## config.mk

```make
export PLATFORM = sky130hd
export DESIGN_NAME = t07_mem_arbiter
export DESIGN_NICKNAME = d
export VERILOG_FILES = /design/src/rtl/t07_mem_pkg.sv /design/src/rtl/t07_bus_timer.sv /design/src/rtl/t07_mem_arbiter.sv
export SDC_FILE = /design/constraint.sdc
export NUM_CORES = 1
export LEC_CHECK = 0
export CAP_MARGIN = 0
export CORE_AREA = 2 2 137 139
export DETAILED_ROUTE_END_ITERATION = 8
export DIE_AREA = 0 0 139 141
export GPL_ROUTABILITY_DRIVEN = 0
export PLACE_DENSITY_LB_ADDON = 0.25
export SYNTH_ARGS = -nofsm -noshare
export SYNTH_HDL_FRONTEND = slang
export SYNTH_SLANG_ARGS = --single-unit
```

## constraint.sdc

```tcl
create_clock -name clk -period 2.3 [get_ports clk]
set_input_delay 0.46 -clock clk [delete_from_list [all_inputs] [get_ports clk]]
set_output_delay 0.46 -clock clk [all_outputs]
set_load 0.005 [all_outputs]
```

## src/rtl/t07_mem_pkg.sv

```systemverilog
// t07_mem_pkg: shared arbiter state encoding, CPU request codes and the timeout fill word.
package t07_mem_pkg;
  typedef enum logic [1:0] {IDLE, CPU_ACC, PER_ACC, CPU_DONE} arb_state_t;
  localparam logic [1:0] RWI_IDLE  = 2'b00;
  localparam logic [1:0] RWI_WRITE = 2'b01;
  localparam logic [1:0] RWI_READ  = 2'b10;
  localparam logic [1:0] RWI_FETCH = 2'b11;
  localparam logic [31:0] BAD_DATA = 32'hDEADBEEF;
endpackage

```

## src/rtl/t07_bus_timer.sv

```systemverilog
// t07_bus_timer: counts unacknowledged bus cycles and flags the last permitted one.
module t07_bus_timer #(
  parameter int LIMIT = 255
) (
  input  logic clk,
  input  logic nrst,
  input  logic clear,
  input  logic enable,
  output logic expired
);
  localparam int W = $clog2(LIMIT + 1);
  logic [W-1:0] count;
  // expired marks the LIMIT-th strobe cycle, so an ack in that same cycle still counts
  assign expired = count == W'(LIMIT - 1);
  always_ff @(posedge clk or negedge nrst)
    if (!nrst) count <= '0;
    else if (clear) count <= '0;
    else if (enable && !expired) count <= count + 1'b1;
endmodule

```

## src/rtl/t07_mem_arbiter.sv

```systemverilog
// t07_mem_arbiter: two-master (CPU / peripheral) arbiter onto a single memory bus with starvation guard and timeout.
module t07_mem_arbiter
  import t07_mem_pkg::*;
#(
  parameter int MAX_CPU_STREAK = 4,
  parameter int TIMEOUT_CYCLES = 255
) (
  input  logic        clk,
  input  logic        nrst,
  input  logic [1:0]  cpu_rwi,
  input  logic [31:0] cpu_addr,
  input  logic [31:0] cpu_wdata,
  output logic [31:0] cpu_rdata,
  output logic        cpu_busy,
  input  logic        per_req,
  input  logic        per_we,
  input  logic [31:0] per_addr,
  input  logic [31:0] per_wdata,
  input  logic [3:0]  per_sel,
  output logic [31:0] per_rdata,
  output logic        per_ack,
  output logic        mem_cyc,
  output logic        mem_stb,
  output logic        mem_we,
  output logic [3:0]  mem_sel,
  output logic [31:0] mem_addr,
  output logic [31:0] mem_wdata,
  input  logic [31:0] mem_rdata,
  input  logic        mem_ack,
  output logic        bus_err
);
  localparam int SW = $clog2(MAX_CPU_STREAK + 2);
  arb_state_t state, next;
  logic [SW-1:0] streak;
  logic grant_cpu, grant_per, in_acc, done, expired;
  logic [31:0] fill;
  assign in_acc    = state == CPU_ACC || state == PER_ACC;
  assign done      = in_acc && (mem_ack || expired);
  assign fill      = mem_ack ? mem_rdata : BAD_DATA;
  assign grant_cpu = state == IDLE && cpu_rwi != RWI_IDLE && !(per_req && streak >= SW'(MAX_CPU_STREAK));
  assign grant_per = state == IDLE && per_req && !grant_cpu;
  t07_bus_timer #(.LIMIT(TIMEOUT_CYCLES)) u_timer (
    .clk    (clk),
    .nrst   (nrst),
    .clear  (grant_cpu || grant_per),
    .enable (in_acc && !mem_ack),
    .expired(expired)
  );
  always_ff @(posedge clk or negedge nrst)
    if (!nrst) state <= IDLE;
    else state <= next;
  // CPU_DONE is a mandatory gap so the still-asserted cpu_rwi of a finished access is not re-granted
  always_comb begin
    next = state == IDLE     ? (grant_cpu ? CPU_ACC : grant_per ? PER_ACC : IDLE) :
           state == CPU_DONE ? IDLE :
           done              ? (state == CPU_ACC ? CPU_DONE : IDLE) : state;
  end
  always_comb begin
    mem_cyc  = in_acc;
    mem_stb  = in_acc;
    cpu_busy = state == CPU_ACC;
  end
  always_ff @(posedge clk or negedge nrst)
    if (!nrst) begin
      mem_we    <= 1'b0;
      mem_sel   <= '0;
      mem_addr  <= '0;
      mem_wdata <= '0;
      cpu_rdata <= '0;
      per_rdata <= '0;
      per_ack   <= 1'b0;
      bus_err   <= 1'b0;
      streak    <= '0;
    end else begin
      per_ack <= done && state == PER_ACC;
      bus_err <= done && !mem_ack;
      if (done && state == CPU_ACC) cpu_rdata <= fill;
      if (done && state == PER_ACC) per_rdata <= fill;
      if (grant_cpu) begin
        mem_addr  <= cpu_addr;
        mem_wdata <= cpu_wdata;
        mem_we    <= cpu_rwi == RWI_WRITE;
        mem_sel   <= 4'hF;
        streak    <= (per_req && streak < SW'(MAX_CPU_STREAK)) ? streak + 1'b1 : streak;
      end
      if (grant_per) begin
        mem_addr  <= per_addr;
        mem_wdata <= per_wdata;
        mem_we    <= per_we;
        mem_sel   <= per_sel;
        streak    <= '0;
      end
    end
endmodule
```

* Word-level counts from Yosys, hierarchy flattened
Cells that the tools add are included.
** Storage, ports and cells
- Bits in registers :: 148
- Input bits :: 171
- Output and inout bits :: 138
** Cells by class
- Add/subtract/negate cells :: 2
- Mux-type cells :: 20
- Eq/ne operators :: 5
- Order comparisons :: 2
- Reduce and logical (&&, ||, !) cells :: 26
** Operators with widths (count)
- 32-bit 2-to-1 mux :: 5
- 8-bit 2-to-1 mux :: 2
- 1-bit logical AND :: 12
- 2-bit 2-to-1 mux :: 6
- 3-bit 2-to-1 mux :: 3
- 8-bit by 1-bit adder with 8-bit output, second input constant :: 1
- 8-bit equality test, second input constant :: 1
- 4-bit 2-to-1 mux :: 2
- 2-bit nonzero test :: 4
- 2-bit by 1-bit equality test with 1-bit output, second input constant :: 2
- 2-bit equality test, second input constant :: 2
- 1-bit logical NOT :: 4
- 3-bit by 1-bit adder with 3-bit output, second input constant :: 1
- 3-bit greater-or-equal comparator, second input constant :: 1
- 1-bit logical OR :: 3
- 3-bit less-than comparator, second input constant :: 1
- 3-bit nonzero test :: 1
- 2-bit logical NOT :: 1
- 1-bit 2-to-1 mux :: 2
- 2-bit AND reduction :: 1

* Longest topological paths before layout
- Depth in word-level cells :: 9
- Mapped depth :: 8
- Mapped depth without buffers :: 5

* Hierarchy
Synthesis repeated with hierarchy kept, for this count alone.
** Second synthesis, totals
- Cell total of the unflattened synthesis :: 568
- Area total of the unflattened synthesis :: 7224.4 um^2
** By module, submodules not included
- t07_mem_arbiter :: area an instance 6705.2 um^2, instances 1, cells an instance 514
- t07_bus_timer :: area an instance 519.2 um^2, instances 1, cells an instance 54

* Worst setup path after synthesis
OpenSTA, ideal clock, no wires.
- Path type :: register to register
- From :: register state[0]
- To :: register cpu_rdata[26]
- Path slack :: 485 ps
- Buffers on the path :: 3
- Cell stages (with the launch flop) :: 9
- Arrival :: 1697 ps
- Clock period less this slack :: 1815 ps
- Path through :: dfrtp_1 -> inv_1 -> ha_1 -> and2_0 -> clkbuf_1 -> a21o_1 -> buf_2 -> buf_4 -> o21a_1
** Between the ends
- Longest elaborated chain between the ends :: 4
- Elaborated cells on any way between the ends :: 5
- Those cells by class :: 2 x eq/ne; 3 x reduce/logical
** RTL lines
- start, declared :: line t07_mem_arbiter.sv:33 : arb_state_t state, next;
- start signal, assigned :: line t07_mem_arbiter.sv:51 : else state <= next;
- 2-bit by 1-bit equality test with 1-bit output or 2-bit equality test (tied branches) :: line t07_mem_arbiter.sv:37 : assign in_acc = state == CPU_ACC || state == PER_ACC;
- 1-bit logical OR * :: line t07_mem_arbiter.sv:37
- net mem_cyc :: line t07_mem_arbiter.sv:22 : output logic mem_cyc,
- 1-bit logical AND * :: line t07_mem_arbiter.sv:38 : assign done = in_acc && (mem_ack || expired);
- 1-bit logical AND * :: line t07_mem_arbiter.sv:77 : if (done && state == CPU_ACC) cpu_rdata <= fill;
- end signal, assigned :: line t07_mem_arbiter.sv:77
- end, declared :: line t07_mem_arbiter.sv:13 : output logic [31:0] cpu_rdata,
The timed path passes the listed nets; every way through them passes the cells marked *.
A chain may end at the register's enable or synchronous reset.

* Worst setup path in the final report
- From :: register state[1]
- To :: output mem_stb
** Between the ends
- Longest elaborated chain between the ends :: 2
- Elaborated cells on any way between the ends :: 3
- Those cells by class :: 2 x eq/ne; 1 x reduce/logical
** RTL lines
- 2-bit by 1-bit equality test with 1-bit output or 2-bit equality test (tied branches) :: line t07_mem_arbiter.sv:37
- 1-bit logical OR * :: line t07_mem_arbiter.sv:37
- end, declared :: line t07_mem_arbiter.sv:23 : output logic mem_stb,
Every way passes the cells marked *; elsewhere a longest branch is shown, timed or not.

==> results.txt <==
The setup path with the least slack is of type flop to output pin. The tools report the logic gate share of total power as 0.549. The flow ran to the end, and the final reports show no timing, DRC or antenna violations. The worst-case reg-to-reg path depth is 6, and the maximum buffer depth of the clock tree is 2.

STA classifies the critical path startpoint as a flop. The final clock period utilization by the worst path is 0.9635, and the clock group share of total power is 0.164. After routing the design area is 11710 µm². Relative to the synthesized area, the layout overhead comes to 49.98%. The average cell area after synthesis came out at 12.08 µm². The switching part of the total power is 0.3260. Leakage component of the power: 5.438 nW. Post-synthesis sequential area ratio: 0.4745.

The logs give 0 for the final count of hold timing violations and 0 for the count of final setup violators. The clock transition at the register clock pins on the worst setup and hold paths after CTS came out at 0.06 ns. The cell with the most instances after synthesis is sky130_fd_sc_hd__dfrtp_1. Portion of total power attributed to sequential cells: 0.287. The synthesized netlist contains 44 unique library cells. Between clock sinks in the finished design, the worst skew comes to 0.008718 ns. For this run, the top clock speed supported by timing is 0.4513 GHz.

The filler cells instantiated in the layout total 1482. The beginning of the worst hold path was mem_sel[1]. The run gives 646 as the number of cells produced by synthesis. The post-synthesis net count is 824, and the reported max-cap violation count is 0. In the routed design, unresolved DRC markers number 0. Entering global routing, the biggest net connects 66 pins. The minimum clock period after layout is 2.216 ns, and the async set-reset flop share out of synthesis is 1.000. The Yosys step of the flow raised 0 warnings. The die is 141 µm tall. The startpoint identified for the worst register-to-register timing path is state[0]. The number of rows created at floorplan was 50. Number of instances on the worst hold path: 2. The area share of the largest cell type after synthesis is 0.4745, and the flip-flop and latch count after synthesis is 148.

The tree is rooted in a sky130_fd_sc_hd__clkbuf_16. The clock tree synthesis step divided the H-tree into 4 levels. In the post-synthesis netlist, the biggest area contributors are sky130_fd_sc_hd__dfrtp_1 (47%), sky130_fd_sc_hd__mux2_4 (23%), sky130_fd_sc_hd__a31oi_1 (5.1%).

In this run the critical register-to-register path is captured at per_rdata[5]. The logs give 0.5537 for the relative max-transition margin and 4 for the iteration count of the initial detailed-routing pass. The final count of pins violating max slew came out at 0. The analysis attributes to net switching a power of 5.137 mW.

STA puts the critical path data required time at 1.84 ns. For the minimum setup slack among reg-to-reg paths, the log shows 0.40 ns. The via count of the first global-routing pass is 6232, and the number of sinks driven by the clock tree is 148. For the routed length on met3, the log shows 1453 µm.

The number of design-rule violations left by the first detailed-router iteration was 325. The data arrival time of the critical path came out at 1.76 ns. At the pin with the least slew margin, the transition time is 0.6694 ns. The peak ir drop on the vdd network was 0.6124 mV.

The run gives 309 as the number of placed I/O pins. The tools report the total track usage as 0.2181. The number of nets in the finished design is 1123, and the internal power is 10.62 mW. For this design the ratio of total power to cell area is 1346 nW/µm².

After detailed routing, the average wire length per cell comes to 18.10 µm. The fraction of layout instances using a drive strength above 1 is 0.1964. The core region is 18270 µm². Input and output buffers added on the ports amount to 308. The floorplan step set the die width to 139 µm.

Setup repair after global routing left no endpoint under its margin. Final hold analysis gives a worst-case slack of 0.4942 ns. Yosys mapped a number of flops with a built-in enable equal to 0.

Summed over all instances, the cell type with the most area after synthesis is sky130_fd_sc_hd__dfrtp_1. The final routed wirelength across all metal layers was 21580 µm. For this run, the leading register cell type out of synthesis is sky130_fd_sc_hd__dfrtp_1. The detailed router placed 6123 vias in this run. Once detail routing completed, the nets flagged for antenna violations numbered 0. The die covers 19600 µm². The top metal layer carrying routed signals was met4.

TritonCTS built the clock tree. The path type of the worst min-delay path is flop to flop. Counting instances in the post-synthesis netlist gives the leading cell types as sky130_fd_sc_hd__dfrtp_1 (148), sky130_fd_sc_hd__mux2_4 (122), sky130_fd_sc_hd__a31oi_1 (64), sky130_fd_sc_hd__nor2_1 (50), sky130_fd_sc_hd__o21a_1 (48). After detailed routing, the wire length on met1 is 9099 µm. The overall power of the completed layout was 15.76 mW. After legalization and detailed placement, the total HPWL measured 15580 µm.

The highest fanout seen on the critical path works out to 8. The number of vias per cell after detailed routing is 5.137. Summed over all failing endpoints, the final setup total negative slack is 0 ns.

The logs give 10450 µm for the routed length on met2 and 1 for the number of antenna violations at the first check in global routing. The initial core utilization was 0.4273. Clock tree synthesis inserted a total of 17 buffers. After synthesis the cells add up to 7805 µm². The tools report the destination of the worst hold path as mem_sel[1].

For this run the aggregate overflow at the end of global routing stands at 0. The first global-routing pass estimated 33690 µm of wire. The nature of the critical path endpoint is an output pin.

In this run the cell area measured after placement is 11130 µm². The later pin in the worst-skew pair is clocked with a latency of 0.43 ns.
==> cell usage in the layout, fill, tap and decap left out, types with 5 or more instances in the layout <==
cell                              instances
sky130_fd_sc_hd__clkdlybuf4s50_1        307
sky130_fd_sc_hd__dfrtp_1                148
sky130_fd_sc_hd__mux2_4                 122
sky130_fd_sc_hd__a31oi_1                 64
sky130_fd_sc_hd__nor2_1                  50
sky130_fd_sc_hd__o21a_1                  48
sky130_fd_sc_hd__inv_1                   46
sky130_fd_sc_hd__nand2_1                 21
sky130_fd_sc_hd__nor2b_1                 19
sky130_fd_sc_hd__clkbuf_16               17
sky130_fd_sc_hd__o21ai_0                 11
sky130_fd_sc_hd__buf_4                   10
sky130_fd_sc_hd__buf_12                  10
sky130_fd_sc_hd__mux2_2                   6
sky130_fd_sc_hd__o21ai_1                  6
sky130_fd_sc_hd__clkinv_2                 6
sky130_fd_sc_hd__a21oi_1                  5
==> critical path, stage by stage (launching register included) <==
cell	delay, ns
sky130_fd_sc_hd__dfrtp_1	0.39
sky130_fd_sc_hd__inv_1	0.11
sky130_fd_sc_hd__ha_4	0.32
sky130_fd_sc_hd__clkdlybuf4s50_1	0.52
==> kinds of logic after synthesis <==
kind of cell / count (synthesis) / synth area share
compound gates: 154 / 0.1332
fa+ha+maj: 7 / 0.01122
buf+inv: 95 / 0.06476
flops: 148 / 0.4745
mux: 132 / 0.2485
simple gates: 110 / 0.06781
==> metal layers <==
| layer | GRT usage | vias to the layer above |
|---|---|---|
| met5 | 0 | - |
| met4 | 0.08028 | 0 |
| met3 | 0.06420 | 40 |
| met2 | 0.3575 | 231 |
| met1 | 0.2753 | 2974 |
| li1 | - | 2878 |
==> how the worst max path moves through the flow <==
stage | from | end | depth (start not counted)
after global placement | per_req | mem_addr[31] | 5
after detailed placement | per_req | mem_wdata[31] | 5
after floorplan | state[0] | cpu_rdata[26] | 8
after global routing | state[0] | mem_stb | 3
final | state[1] | mem_stb | 3
after CTS | state[1] | mem_stb | 3
==> through the flow <==
| stage | setup WS, ns | utilization | std cells |
|---|---|---|---|
| after floorplan | 0.4847 | - | 646 |
| after global placement | 0.1282 | 0.6095 | 1158 |
| after detailed placement | 0.09857 | 0.6095 | 1158 |
| after CTS | 0.04484 | 0.6403 | 1190 |
| after global routing | 0.009392 | 0.6408 | 1192 |
| final | 0.08402 | 0.6408 | 1192 |
==> flip-flops by register name (all words and copies together) (netlist names), 2 cells and up <==
register,count
u_timer.count,8
streak,3
state,2
mem_addr,32
per_rdata,32
mem_wdata,32
mem_sel,4
cpu_rdata,32
==> power groups by stage <==
stage                     registers, mW  clock network (mW)  logic [mW]
final                              4.52                2.59        8.65
after global routing               4.67                2.78        9.30
after CTS                          4.51                2.64        8.73
after detailed placement           4.49                   0        8.67
after global placement             4.50                   0        8.45
after floorplan                    4.51                   0        5.13
==> final cells by class <==
type | instances | area (µm²) | share of cell area
clock inverters | 13 | 111.4 | 0.009513
clock buffers | 18 | 429.2 | 0.03666
multi-input cells | 403 | 3625 | 0.3096
repair buffers | 329 | 3369 | 0.2878
flip-flops and latches | 148 | 3704 | 0.3164
well taps | 234 | 292.8 | 0.02501
inverters | 46 | 172.7 | 0.01475
diodes | 1 | 2.502 | 0.0002138
==> what timing repair did <==
action                     in CTS  in global routing
resized for setup               2                  0
setup endpoints to repair       2                  1
hold buffers                    1                  0
hold endpoints to repair       42                  0
buffers inserted                0                  1
Power figures use the tool's default switching activity.
